File: src/rtl/circle_path_sequencer_if.sv
// Control/status bundle between the animation controller and whoever drives it.
// The master side supplies run/step controls; the slave side (the sequencer)
// returns the registered row/col select pair and status pulses.
interface circle_path_sequencer_if #(
  parameter int DISPLAY_COUNT = 6,
  parameter int DIV_WIDTH     = 24,
  parameter int COL_WIDTH     = $clog2(DISPLAY_COUNT)
);
  logic                 enable;
  logic                 dir;
  logic [DIV_WIDTH-1:0] step_div;
  logic                 step_req;
  logic                 clear;
  logic                 row;
  logic [COL_WIDTH-1:0] col;
  logic                 step_pulse;
  logic                 lap_pulse;
  logic                 running;

  modport master (
    output enable, dir, step_div, step_req, clear,
    input  row, col, step_pulse, lap_pulse, running
  );

  modport slave (
    input  enable, dir, step_div, step_req, clear,
    output row, col, step_pulse, lap_pulse, running
  );
endinterface

File: src/rtl/circle_path_sequencer.sv
// Orbit sequencer for the circle-on-7-segment bank: walks a position p over
// 0..2N-1 (top row left-to-right, bottom row right-to-left) and presents it
// as a registered row/col pair for the seg7 driver, with a programmable step
// period, direction, run/pause, single-step and synchronous clear.
module circle_path_sequencer #(
  parameter int DISPLAY_COUNT = 6,
  parameter int COL_WIDTH     = $clog2(DISPLAY_COUNT),
  parameter int DIV_WIDTH     = 24,
  parameter int POS_WIDTH     = $clog2(2*DISPLAY_COUNT)
) (
  input  logic                    clk,
  input  logic                    rst_n,
  circle_path_sequencer_if.slave  bus
);

  // Controller states
  localparam logic [1:0] ST_IDLE = 2'd0;
  localparam logic [1:0] ST_RUN  = 2'd1;
  localparam logic [1:0] ST_STEP = 2'd2;

  // Orbit landmarks: last position before wrap, first bottom-row position
  localparam logic [POS_WIDTH-1:0] POS_LAST = POS_WIDTH'(2*DISPLAY_COUNT - 1);
  localparam logic [POS_WIDTH-1:0] POS_HALF = POS_WIDTH'(DISPLAY_COUNT);

  logic [1:0]           state_reg, state_next;
  logic [DIV_WIDTH-1:0] div_reg, div_next;
  logic [POS_WIDTH-1:0] pos_reg, pos_next, pos_step;
  logic                 advance;
  logic                 wrap;
  logic                 row_reg, row_next;
  logic [COL_WIDTH-1:0] col_reg, col_next;
  logic [POS_WIDTH-1:0] col_full;
  logic                 step_pulse_reg;
  logic                 lap_pulse_reg;
  logic                 running_reg;

  // Controller next-state and divider: decides whether this edge advances p
  always_comb begin
    state_next = state_reg;
    div_next   = div_reg;
    advance    = 1'b0;
    case (state_reg)
      ST_IDLE: begin
        div_next = '0;
        if (bus.enable) begin
          state_next = ST_RUN;
        end else if (bus.step_req) begin
          state_next = ST_STEP;
        end
      end
      ST_RUN: begin
        if (!bus.enable) begin
          state_next = ST_IDLE;
          div_next   = '0;
        end else if (div_reg >= bus.step_div) begin
          // >= rather than == so a period shortened below the running
          // count fires on the next edge instead of wrapping the counter
          div_next = '0;
          advance  = 1'b1;
        end else begin
          div_next = div_reg + DIV_WIDTH'(1);
        end
      end
      ST_STEP: begin
        advance    = 1'b1;
        div_next   = '0;
        state_next = bus.enable ? ST_RUN : ST_IDLE;
      end
      default: begin
        state_next = ST_IDLE;
        div_next   = '0;
      end
    endcase
    // Clear resets position and period but leaves the mode alone
    if (bus.clear) begin
      state_next = state_reg;
      div_next   = '0;
      advance    = 1'b0;
    end
  end

  // Neighbour position in the selected direction, flagging the lap wrap
  always_comb begin
    pos_step = pos_reg;
    wrap     = 1'b0;
    if (bus.dir) begin
      if (pos_reg >= POS_LAST) begin
        pos_step = '0;
        wrap     = 1'b1;
      end else begin
        pos_step = pos_reg + POS_WIDTH'(1);
      end
    end else begin
      if (pos_reg == '0) begin
        pos_step = POS_LAST;
        wrap     = 1'b1;
      end else begin
        pos_step = pos_reg - POS_WIDTH'(1);
      end
    end
  end

  // Next position and its row/col mapping (bottom row runs right-to-left)
  always_comb begin
    pos_next = pos_reg;
    if (bus.clear) begin
      pos_next = '0;
    end else if (advance) begin
      pos_next = pos_step;
    end
    row_next = (pos_next >= POS_HALF);
    col_full = row_next ? (POS_LAST - pos_next) : pos_next;
    col_next = COL_WIDTH'(col_full);
  end

  // Controller state and divider registers
  always_ff @(posedge clk or negedge rst_n) begin
    if (!rst_n) begin
      state_reg <= ST_IDLE;
      div_reg   <= '0;
    end else begin
      state_reg <= state_next;
      div_reg   <= div_next;
    end
  end

  // Orbit position and the registered row/col select pair
  always_ff @(posedge clk or negedge rst_n) begin
    if (!rst_n) begin
      pos_reg <= '0;
      row_reg <= 1'b0;
      col_reg <= '0;
    end else begin
      pos_reg <= pos_next;
      row_reg <= row_next;
      col_reg <= col_next;
    end
  end

  // Status outputs, aligned with the edge that shows the new position
  always_ff @(posedge clk or negedge rst_n) begin
    if (!rst_n) begin
      step_pulse_reg <= 1'b0;
      lap_pulse_reg  <= 1'b0;
      running_reg    <= 1'b0;
    end else begin
      step_pulse_reg <= advance;
      lap_pulse_reg  <= advance & wrap;
      running_reg    <= (state_next == ST_RUN);
    end
  end

  assign bus.row        = row_reg;
  assign bus.col        = col_reg;
  assign bus.step_pulse = step_pulse_reg;
  assign bus.lap_pulse  = lap_pulse_reg;
  assign bus.running    = running_reg;

endmodule

File: src/flat_wrapper.sv
// flat-port wrapper written by rule: the top's interface ports become plain ports
module circle_path_sequencer_flat 
#(
  parameter int DISPLAY_COUNT = 6,
  parameter int COL_WIDTH     = $clog2(DISPLAY_COUNT),
  parameter int DIV_WIDTH     = 24,
  parameter int POS_WIDTH     = $clog2(2*DISPLAY_COUNT)
)
  (clk, rst_n, bus_enable, bus_dir, bus_step_div, bus_step_req, bus_clear, bus_row, bus_col, bus_step_pulse, bus_lap_pulse, bus_running);
  circle_path_sequencer_if #(.DISPLAY_COUNT(DISPLAY_COUNT), .DIV_WIDTH(DIV_WIDTH), .COL_WIDTH(COL_WIDTH)) bus_i ();
  input  logic clk;
  input  logic rst_n;
  input wire logic [$bits(bus_i.enable)-1:0] bus_enable;
  input wire logic [$bits(bus_i.dir)-1:0] bus_dir;
  input wire logic [$bits(bus_i.step_div)-1:0] bus_step_div;
  input wire logic [$bits(bus_i.step_req)-1:0] bus_step_req;
  input wire logic [$bits(bus_i.clear)-1:0] bus_clear;
  output wire logic [$bits(bus_i.row)-1:0] bus_row;
  output wire logic [$bits(bus_i.col)-1:0] bus_col;
  output wire logic [$bits(bus_i.step_pulse)-1:0] bus_step_pulse;
  output wire logic [$bits(bus_i.lap_pulse)-1:0] bus_lap_pulse;
  output wire logic [$bits(bus_i.running)-1:0] bus_running;
  assign bus_i.enable = bus_enable;
  assign bus_i.dir = bus_dir;
  assign bus_i.step_div = bus_step_div;
  assign bus_i.step_req = bus_step_req;
  assign bus_i.clear = bus_clear;
  assign bus_row = bus_i.row;
  assign bus_col = bus_i.col;
  assign bus_step_pulse = bus_i.step_pulse;
  assign bus_lap_pulse = bus_i.lap_pulse;
  assign bus_running = bus_i.running;
  circle_path_sequencer #(.DISPLAY_COUNT(DISPLAY_COUNT), .COL_WIDTH(COL_WIDTH), .DIV_WIDTH(DIV_WIDTH), .POS_WIDTH(POS_WIDTH)) u_core (.clk(clk), .rst_n(rst_n), .bus(bus_i));
endmodule
File: config.mk
export PLATFORM = sky130hd
export DESIGN_NAME = circle_path_sequencer_flat
export DESIGN_NICKNAME = d
export VERILOG_FILES = /design/src/rtl/circle_path_sequencer_if.sv /design/src/rtl/circle_path_sequencer.sv /design/src/flat_wrapper.sv
export SDC_FILE = /design/constraint.sdc
export NUM_CORES = 1
export LEC_CHECK = 0
export CORE_MARGIN = 2
export CORE_UTILIZATION = 55
export DETAILED_ROUTE_END_ITERATION = 10
export PLACE_DENSITY_LB_ADDON = 0.3
export SYNTH_ARGS = -nofsm -noshare
export SYNTH_HDL_FRONTEND = slang
export SYNTH_SLANG_ARGS = --single-unit
File: constraint.sdc
create_clock -name clk -period 3.2 [get_ports clk]
set_input_delay 0.64 -clock clk [delete_from_list [all_inputs] [get_ports clk]]
set_output_delay 0.64 -clock clk [all_outputs]
set_load 0.02 [all_outputs]
==> reports/metrics.csv <==
stage,metric,value,unit
grt,first-pass GRT wire length,8659,µm
clock_tree,hold buffer count at CTS,0,
route,ANT nets after route,0,
sta,PnR worst setup slack,0.4672,ns
sta,final hold vios,0,
finish,layout cells sized above 1,8.485,%
power,post-layout power,1117,µW
setup_path,Worst Setup End Kind,flip-flop,
status,status,completed,
setup_path,CP Data Required Time,3.37,ns
worst_hold_path,Hold EP,u_core.div_reg[0]$_DFF_PN0_,
floorplanning,Die Width,73.10,µm
setup_path,Critical Path AT,2.90,ns
placement,IO Port Bufs,36,
finish,Final #Nets,393,
clock_tree,H-tree levels,2,
placement,hpwl dp,3806,µm
run,Maximum Capacitance Violations,0,
setup_path,RR Startpoint,u_core.div_reg[0]$_DFF_PN0_,
sta,setup TNS,0,ns
setup_path,"Buf+Inv Stages, Crit Path",2,
floorplanning,Starting Density,56.35,%
clock_tree,post_cts resized,0,
synth,Post-Syn Area,2626,µm²
sta,FMAX,365.9,MHz
power,Worst IR Drop VDD,0.2452,mV
route,routed vias,2083,
clock_tree,CTS Buffer Depth,2,
grt,largest net degree at the start of global routing,37,
grt,vias in the first global route,2025,
route,Pre-antenna DRT Iters,4,
setup_path,Setup crit start kind,input port,
setup_path,CP max stage delay,0.45,ns
setup_path,crit path kind,input port to flip-flop,
clock_tree,clk slew on worst S/H paths,0.06,ns
sta,Hold Slack,0.5530,ns
floorplanning,Ports,37,
sta,count of pins over their slew limit,0,
clock_tree,CTS tree,built,
floorplanning,Die ar.,5344,µm²
finish,fin util,66.42,%
floorplanning,row count,25,
grt,Tot GR Track Use,20.42,%
grt,grt ovf,0,
sta,RSZ-0062 raised after global routing,no,
route,vias per cell,5.424,
setup_path,cells on worst reg2reg path,9,
power,PwrDens,360.8,nW/µm²
finish,max reg flops,24,
worst_hold_path,path category of the worst min-delay check,flip-flop to flip-flop,
synth,Synth Instances,293,
route,wire length per cell,12.97,µm
clock_tree,post-CTS setup buffers,0,
worst_hold_path,hold path start,u_core.div_reg[0]$_DFF_PN0_,
sta,final setup fails,0,
route,Iter 0 DRT Violations,120,
synth,sequential-to-total area share from yosys stat,34.30,%
sta,worst slew pin tran,0.4558,ns
floorplanning,DIE HEIGHT,73.10,µm
synth,"EDFF count, synth",0,
sta,minimum clock period,2.733,ns
setup_path,"CP delay by family, top",compound AO/OA/AOI/OAI gates,
setup_path,"Max FO, Critical Path",5,
clock_tree,Sink Count,36,
synth,"Top FF cell, synth",dfrtp_1,
setup_path,cell breakdown of the critical path,clkdlybuf4s50_1 > inv_1 > ha_1 > a21oi_1 > o21ai_0 > a221o_1 > a22oi_1 > nand2_1 > o311a_1,
finish,n_diodes,0,
synth,post-synthesis cell type count,49,
sta,Clock Skew,0.006102,ns
worst_hold_path,Min-Delay Path Depth,1,
route,Remaining DRCs,0,
floorplanning,core area,4661,µm²
synth,syn nets,354,
grt,initial antenna violation count,0,
synth,#FFs+latches synth,36,
route,drt total wl,4982,µm
placement,Routability Congestion,0.8190,
sta,Final Cycle Share,85.40,%
setup_path,r2r endpoint,u_core.div_reg[23]$_DFF_PN0_,
power,Leak,0.001438,µW
setup_path,r2r setup slk,0.75,ns
synth,yosys warns,0,
clock_tree,Clock Tree Root,clkbuf_8,
finish,Synth-to-Final Area Change,17.87,%
sta,Rel. slew slack,69.62,%
clock_tree,worst skew pair latency,0.29,ns
clock_tree,cts bufs inserted,5,
synth,Syn Area/Cell,8.963,µm²
synth,ys async rst share,100.0,%
placement,pre-CTS WS,0.1709,ns
setup_path,CP max stage cell,clkdlybuf4s50_1,
## cell usage in the layout, fill, tap and decap left out, types with 2 or more instances in the layout
cell type         n
a211oi_1          7
a21oi_1          19
and3_1            6
and4_1            6
buf_4             5
clkbuf_8          5
clkdlybuf4s50_1  36
dfrtp_1          36
ha_1             31
inv_1            37
nand2_1          16
nand2b_1          2
nand3_1          13
nand4_1           3
nor2_1           25
nor2_2           10
nor2b_1           2
nor3_1            8
o211ai_1          2
o21a_1            2
o21ai_0          11
xnor2_1           8
xor2_1           16
## metrics by stage
step           area, µm²  instances
2_1_floorplan       2626        293
3_3_place_gp        3027        379
3_5_place_dp        3027        379
4_1_cts             3095        384
5_1_grt             3095        384
6_report            3095        384
## worst max-delay path by stage
stage,start,end,slack (ns),cells past startpoint
after floorplan,bus_step_div[0],u_core.div_reg[18]$_DFF_PN0_,0.71,9
final,bus_step_div[17],u_core.bus.col[1]$_DFF_PN0_,0.47,9
after global routing,bus_step_div[13],u_core.div_reg[23]$_DFF_PN0_,0.26,10
after global placement,bus_step_div[17],u_core.bus.col[1]$_DFF_PN0_,0.20,9
after detailed placement,bus_step_div[13],u_core.div_reg[23]$_DFF_PN0_,0.17,10
after CTS,bus_step_div[17],u_core.bus.col[1]$_DFF_PN0_,0.47,9
## cells in the mapped netlist, drive strengths merged, types with 2 or more instances
cell type | number | area [µm²]
xor2 | 16 | 140.1
nand2b | 3 | 26.27
a21oi | 19 | 95.09
clkbuf | 4 | 15.01
o21a | 2 | 15.01
buf | 5 | 50.04
nand4 | 3 | 18.77
nor2 | 35 | 156.4
and4 | 6 | 52.55
xnor2 | 8 | 70.07
nand3 | 13 | 65.06
o21ai | 12 | 60.05
dfrtp | 36 | 900.9
a211o | 2 | 18.77
ha | 31 | 387.9
inv | 37 | 138.9
nand2 | 16 | 60.06
o211ai | 2 | 15.01
nor2b | 2 | 12.51
and3 | 6 | 37.54
nor3 | 8 | 40.04
a211oi | 8 | 65.06
## area by class of cell
cell class                 count  area, µm²
clock buffer                   5      68.82
fill                         379       1565
tap                           54      67.56
timing repair buffer          41      397.9
sequential                    36      900.9
multi-input combinational    211       1521
inverter                      37      138.9
## power breakdown
group / internal (µW) / total [µW] / leakage (µW) / switching, µW
logic: 152 / 313 / 0.000905 / 161
registers: 483 / 516 / 0.000497 / 32.8
clock network: 140 / 288 / 0.0000359 / 148
## layer usage
layer	up-vias	share of wire [%]	track usage [%]	wire length, µm
met1	963	49	26.37	2420
met4	0	0.84	4.115	42
met3	5	3.3	5.249	163
li1	1083	-	-	-
met5	-	0	0	0
met2	32	47	34.63	2355
## logic make-up (layout without fill, tap and decap cells)
kind of cell	Yosys count	after routing	share of synthesized area (%)
AOI/OAI and AO/OA	58	58	15.34
xor gates and xnor gates	24	24	8.004
adders and majority gates	31	31	14.77
buffers and inverters	46	83	7.765
DFF	36	36	34.30
muxes	1	1	0.3811
and+or+nand+nor	97	97	19.44
Note: power is estimated with default switching activity, not from simulation.
